File: src/rtl/sat_counter.sv
// Saturating up-counter.
//   clk, rst : clock, synchronous active-high reset
//   inc      : count enable; ignored once the counter is all ones
//   cnt      : current count, W bits
module sat_counter #(
  parameter int W = 8
) (
  input  logic         clk,
  input  logic         rst,
  input  logic         inc,
  output logic [W-1:0] cnt
);

  always_ff @(posedge clk) begin
    if (rst)                   cnt <= '0;
    else if (inc && cnt != '1) cnt <= cnt + 1'b1;
  end

endmodule

File: config.mk
export PLATFORM = sky130hd
export DESIGN_NAME = sat_counter
export DESIGN_NICKNAME = d
export VERILOG_FILES = /design/src/rtl/sat_counter.sv
export SDC_FILE = /design/constraint.sdc
export NUM_CORES = 1
export LEC_CHECK = 0
export CELL_PAD_IN_SITES_DETAIL_PLACEMENT = 0
export CELL_PAD_IN_SITES_GLOBAL_PLACEMENT = 1
export CORE_MARGIN = 5
export CORE_UTILIZATION = 33
export DETAILED_ROUTE_END_ITERATION = 7
export PLACE_DENSITY = 0.8
export SKIP_LAST_GASP = 1
export SYNTH_ARGS = -nofsm -noshare
export SYNTH_HDL_FRONTEND = slang
export SYNTH_SLANG_ARGS = --single-unit
File: constraint.sdc
create_clock -name clk -period 1.78 [get_ports clk]
set_input_delay 0.356 -clock clk [delete_from_list [all_inputs] [get_ports clk]]
set_output_delay 0.356 -clock clk [all_outputs]
set_load 0.05 [all_outputs]
==> flow_metrics.env, run 1 <==
export IMPL_largest_register_ff_count=8
export IMPL_slew_violations=0
export IMPL_crit_chain="ha_1 > and3_4 > a21boi_4 > mux2_4"
export IMPL_routabilityCongestion=0.797
export IMPL_worst_slew_margin_rel_pct=81.8
export IMPL_worst_setup_hold_path_clk_slew_ns=0.06
export IMPL_reg2reg_to="cnt[0]"
export IMPL_dp_hpwl_um=732
export IMPL_worstPathBufferInverterCount=0
export IMPL_ys_ff_latch=8
export IMPL_totalNegativeSetupSlack_ns=0
export IMPL_htreeDepth=1
export IMPL_synth_avg_cell_area_um2=9.36
export IMPL_wl_um=961
export IMPL_post_drt_via_cell_ratio=5.36
export IMPL_number_of_global_route_vias_before_repair=357
export IMPL_synthCells=46
export IMPL_pwr_share_clk_pct=37.0
export IMPL_clk_root_buffer_cell="clkbuf_4"
export IMPL_rsz_0062_raised_after_global_routing="no"
export IMPL_worstPathArrival_ns=1.59
export IMPL_cts_hold_repair_buffers=0
export IMPL_crit_path_start_kind="register"
export IMPL_syn_cell_area_um2=430
export IMPL_synthToLayoutAreaGrowth_pct=27.3
export IMPL_postCtsSetupBuffers=0
export IMPL_layout_common_cells="buf_4 (9), dfxtp_1 (8), a21oi_1 (5), nand2_1 (5), clkbuf_4 (3)"
export IMPL_fp_row_count=13
export IMPL_clk_insertion_delay_late_ns=0.25
export IMPL_finClkSkew_ns=0.00536
export IMPL_rr_worst_depth=4
export IMPL_seq_power_share_pct=49.7
export IMPL_dr_total_vias=397
export IMPL_type_of_element_capturing_the_critical_path="register"
export IMPL_grt_max_degree=9
export IMPL_cts_inserted_buffers=3
export IMPL_final_fill_count=138
export IMPL_io_buffer_count=10
export IMPL_antenna_violating_nets_post_route=0
export IMPL_power_switching_mw=0.0999
export IMPL_drc_errors=0
export IMPL_register_area_um2=160
export IMPL_setup_slack_of_the_most_critical_reg_to_reg_path_ns=0.34
export IMPL_critPathRequiredTime_ns=1.93
export IMPL_peakVddDrop_mv=0.292
export IMPL_timing_critical_path_to="cnt[0]"
export IMPL_antenna_diode_count=0
export IMPL_drv_max_cap_violation_count=0
export IMPL_cp_depth=4
export IMPL_drt_pass1_iterations=2
export IMPL_final_min_period_over_clock_period_pct=81.0
export IMPL_critical_path_reg2reg_startpoint="cnt[0]"
export IMPL_period_needed_ns=1.44
export IMPL_synth_yosys_warnings=0
export IMPL_largest_register="cnt"
export IMPL_io_pin_count=11
export IMPL_multi_input_comb_area_um2=255
export IMPL_grt_pass1_wl_mm=1.57
export IMPL_clock_tree_buf_depth=2
export IMPL_initial_core_util_pct=33.9
export IMPL_grt_antenna_before_repair=0
export IMPL_globalRouteTotalUtil_pct=10.4
export IMPL_die_w_um=46.1
export IMPL_worst_setup_path_startpoint="cnt[0]"
export IMPL_layout_drive_gt1_share_pct=28.8
export IMPL_post_synth_num_cell_types=25
export IMPL_timing_hold_violations_final=0
export IMPL_timing_critical_path_fanout_max=6
export IMPL_drt_first_iter_violations=4
export IMPL_numClockSinks=8
export IMPL_postLayoutCoreUtil_pct=43.2
export IMPL_critical_path_top_delay_family="flip-flops"
export IMPL_floorplan_core_area_mm2=0.00127
export IMPL_status="finished, final reports clean"
export IMPL_total_power_mw=0.382
export IMPL_postSynthNetCount=50
export IMPL_power_per_cell_area_mw_per_mm2=697
export IMPL_slowest_delay_ns=0.35
export IMPL_max_slew_worst_pin_slew_ns=0.273
export IMPL_ctsResizeCount=0
export IMPL_die_area_mm2=0.00213
export IMPL_ys_seq_area_share_pct=37.2
export IMPL_chipHeight_um=46.1
export IMPL_mostFrequentLayoutCell="buf_4"
export IMPL_min_path_type="register to register"
export IMPL_finalSetupViolCount=0
export IMPL_p_int_mw=0.282
export IMPL_netSwitchingFraction_pct=26.1
export IMPL_total_leakage_power_nw=0.221
export IMPL_fin_nets=65
export IMPL_criticalPathCategory="register to register"
export IMPL_top_regs="cnt x8"
export IMPL_fmax_mhz=693
export IMPL_critPathSlowestCell="dfxtp_1"
export IMPL_grt_ovfl_total=0
export IMPL_wl_per_cell_um=13.0
export IMPL_tritoncts="yes"
export IMPL_power_combinational_fraction_pct=13.3
[worst min-delay path by stage]
stage	from	endpoint	slack, ns	cells after the start
floorplan	rst	cnt[7]	0.43	1
global placement	cnt[1]	cnt[1]	0.50	2
detailed placement	cnt[5]	cnt[5]	0.50	1
CTS	cnt[5]	cnt[5]	0.51	1
global route	cnt[5]	cnt[5]	0.56	1
finish	cnt[5]	cnt[5]	0.51	1
[power by group through the flow]
stage	Sequential [mW]	Combinational [mW]	Clock (mW)
detailed placement	0.194	0.0510	0
global placement	0.194	0.0502	0
finish	0.190	0.0506	0.141
floorplan	0.209	0.0157	0
global route	0.191	0.0547	0.151
CTS	0.190	0.0510	0.148
[worst reg2reg max path, stage by stage, from the launching register on]
cell and delay [ns]:
dfxtp_1 0.35, ha_1 0.27, and3_4 0.22, a21boi_4 0.18, mux2_4 0.31
[layer usage]
| layer | share of wire [%] | vias to the layer above | wire, um | track usage, % |
|---|---|---|---|---|
| li1 | - | 207 | - | - |
| met1 | 47 | 175 | 450 | 11.9 |
| met2 | 42 | 13 | 405 | 16.8 |
| met3 | 10 | 2 | 98 | 5.08 |
| met4 | 0.62 | 0 | 6 | 3.41 |
| met5 | 0 | - | 0 | 0 |
[layout make-up]
class                   instances  share of cell area, %
repair buffers                 11                   16.0
clock buffers                   3                   4.11
inverters                       1                  0.685
multi-input cells              36                   46.6
well taps                      15                   3.42
flip-flops and latches          8                   29.2
[cell families after synthesis]
family / share of synthesized area (%)
AO/OA/AOI/OAI: 25.9
adder cells (fa/ha/maj): 2.91
buffers and inverters: 3.49
flip-flops: 37.2
multiplexers: 5.81
AND/OR/NAND/NOR: 24.7
[cell usage after synthesis]
library cell,count,area (um^2)
a211oi_1,2,15.0
a21boi_0,1,7.51
a21boi_4,1,18.8
a21oi_1,5,25.0
a311oi_1,1,8.76
a31oi_1,1,6.26
and2b_2,1,8.76
and3_4,1,11.3
and4_1,2,17.5
buf_6,1,11.3
dfxtp_1,8,160
ha_1,1,12.5
inv_1,1,3.75
mux2_4,1,15.0
mux2i_1,1,10.0
nand2_1,5,18.8
nand2b_1,1,6.26
nand3_1,2,10.0
nand4_1,2,12.5
nor2_1,1,3.75
nor3_1,2,10.0
o21ai_1,1,5.00
o21bai_1,2,15.0
o311a_1,1,10.0
or3_2,1,7.51
[per-stage QoR]
| stage | area [um^2] | std cells | setup WS, ns | hold slack [ns] |
|---|---|---|---|---|
| 2_1_floorplan | 430 | 46 | 0.123 | 0.428 |
| 3_3_place_gp | 526 | 71 | 0.156 | 0.500 |
| 3_5_place_dp | 526 | 71 | 0.114 | 0.500 |
| 4_1_cts | 548 | 74 | 0.332 | 0.508 |
| 5_1_grt | 548 | 74 | 0.265 | 0.558 |
| 6_report | 548 | 74 | 0.338 | 0.507 |
Power figures use the tool's default switching activity.
==> inputs of run 2 (changes only) <==
--- a/config.mk
+++ b/config.mk
@@ -8,9 +8,9 @@
 export CELL_PAD_IN_SITES_DETAIL_PLACEMENT = 0
 export CELL_PAD_IN_SITES_GLOBAL_PLACEMENT = 1
 export CORE_MARGIN = 5
-export CORE_UTILIZATION = 33
+export CORE_UTILIZATION = 30
 export DETAILED_ROUTE_END_ITERATION = 7
-export PLACE_DENSITY = 0.8
+export PLACE_DENSITY = 0.77
 export SKIP_LAST_GASP = 1
 export SYNTH_ARGS = -nofsm -noshare
 export SYNTH_HDL_FRONTEND = slang
==> constraint.sdc (replaced) <==
create_clock -name clk -period 1.19 [get_ports clk]
set_input_delay 0.238 -clock clk [delete_from_list [all_inputs] [get_ports clk]]
set_output_delay 0.238 -clock clk [all_outputs]
set_load 0.05 [all_outputs]
==> flow_metrics.env, run 2 (synthesized netlist as in run 1, its figures left out) <==
export IMPL_fp_row_count=13
export IMPL_critPathSlowestCell="dfxtp_4"
export IMPL_globalRouteTotalUtil_pct=12.8
export IMPL_grt_pass1_wl_mm=2.05
export IMPL_crit_chain="ha_4 > and3_4 > a21boi_4 > mux2_4"
export IMPL_grt_most_used_layer="met2"
export IMPL_grt_max_degree=9
export IMPL_worstPathArrival_ns=1.37
export IMPL_placed_cell_area_um2=756
export IMPL_type_of_element_capturing_the_critical_path="register"
export IMPL_htreeDepth=1
export IMPL_largest_register_ff_count=8
export IMPL_dr_total_vias=453
export IMPL_place_ws_ns=-0.303
export IMPL_drt_pass1_iterations=4
export IMPL_numClockSinks=8
export IMPL_layout_common_cells="buf_4 (13), buf_12 (8), dfxtp_4 (7)"
export IMPL_crit_path_start_kind="register"
export IMPL_total_power_mw=0.619
export IMPL_met3_track_utilization_from_global_routing_pct=4.89
export IMPL_peakVddDrop_mv=0.530
export IMPL_min_path_type="register to register"
export IMPL_power_per_cell_area_mw_per_mm2=770
export IMPL_drv_max_cap_violation_count=0
export IMPL_totalNegativeSetupSlack_ns=-0.0407
export IMPL_globalRouteMet1Util_pct=14.9
export IMPL_layout_drive_gt1_share_pct=56.2
export IMPL_fin_ws_ns=-0.0407
export IMPL_period_needed_ns=1.23
export IMPL_antenna_violating_nets_post_route=0
export IMPL_clock_tree_buf_depth=2
export IMPL_fin_nets=78
export IMPL_timing_critical_path_fanout_max=3
export IMPL_worst_setup_hold_path_clk_slew_ns=0.06
export IMPL_post_route_cell_area_um2=803
export IMPL_top_regs="cnt x8"
export IMPL_floorplan_core_area_mm2=0.00133
export IMPL_mostFrequentLayoutCell="buf_4"
export IMPL_number_of_global_route_vias_before_repair=483
export IMPL_finClkSkew_ns=0.00416
export IMPL_rsz_0062_raised_after_global_routing="yes"
export IMPL_die_w_um=47.9
export IMPL_routabilityCongestion=0.797
export IMPL_place_inst=83
export IMPL_grt_ovfl_total=0
export IMPL_io_pin_count=11
export IMPL_post_drt_via_cell_ratio=5.15
export IMPL_wl_per_cell_um=12.8
export IMPL_tritoncts="yes"
export IMPL_initial_core_util_pct=32.3
export IMPL_drt_first_iter_violations=5
export IMPL_criticalPathCategory="register to register"
export IMPL_die_area_mm2=0.00229
export IMPL_antenna_diode_count=0
export IMPL_worst_slew_margin_rel_pct=87.3
export IMPL_drc_errors=0
export IMPL_slew_violations=0
export IMPL_synthToLayoutAreaGrowth_pct=86.6
export IMPL_total_leakage_power_nw=0.321
export IMPL_chipHeight_um=47.9
export IMPL_final_min_period_over_clock_period_pct=103
export IMPL_io_buffer_count=10
export IMPL_largest_register="cnt"
export IMPL_fmax_mhz=813
export IMPL_finalSetupViolCount=1
export IMPL_clk_insertion_delay_late_ns=0.25
export IMPL_grt_antenna_before_repair=0
export IMPL_postLayoutCoreUtil_pct=60.2
export IMPL_status="finished with violations"
export IMPL_critPathRequiredTime_ns=1.33
export IMPL_failing_checks="negative setup slack"
export IMPL_timing_hold_violations_final=0
export IMPL_slowest_delay_ns=0.35
export IMPL_cts_inserted_buffers=3
export IMPL_grt_util_met2_pct=21.9
export IMPL_fin_hold_ws_ns=0.567
export IMPL_max_slew_worst_pin_slew_ns=0.190
export IMPL_wl_mm=1.13
export IMPL_instances_no_fill=88
export IMPL_clk_root_buffer_cell="clkbuf_4"
[run 2: cell types whose count changed in the layout (fill, tap and decap cells not counted), moves of 4 or more]
cell     previous run  this run
dfxtp_4             0         7
buf_4               9        13
buf_12              0         8
dfxtp_1             8         0
[run 2: layout make-up]
class / instances / area (um^2)
clock buffer: 4 / 26.3
fill: 118 / 531
inverter: 1 / 3.75
multi-input combinational: 36 / 279
sequential: 8 / 188
tap: 15 / 18.8
timing repair buffer: 24 / 288
[run 2: timing repair]
action,CTS,global route
setup buffers,1,0
endpoints found under the setup margin,4,6
resized for setup,2,4
pin swaps,4,3
hold buffers,0,0
[run 2: power breakdown]
part | internal (mW) | total, mW | switching, mW
registers | 0.264 | 0.272 | 0.00813
logic | 0.0656 | 0.122 | 0.0563
clock network | 0.129 | 0.225 | 0.0962
total | 0.458 | 0.619 | 0.161
[run 2: metal layers]
metal,vias up,wire length [um]
met4,0,0
li1,232,-
met3,0,72
met5,-,0
met2,13,539
met1,208,516
[run 2: path summary, 6_finish.rpt]
path	slack (ns)	to	start	cells past startpoint
max	-0.04	cnt[0]	cnt[1]	4
min	0.57	cnt[5]	cnt[5]	2
max reg2reg	-0.04	cnt[0]	cnt[1]	4
min reg2reg	0.57	cnt[5]	cnt[5]	2
[run 2: critical path: cells and delay by family, from the launching register on]
kind	cells	cell delay [ns]
AOI/OAI and AO/OA	1	0.15
adders and majority gates	1	0.16
DFF	1	0.35
muxes	1	0.30
and+or+nand+nor	1	0.16
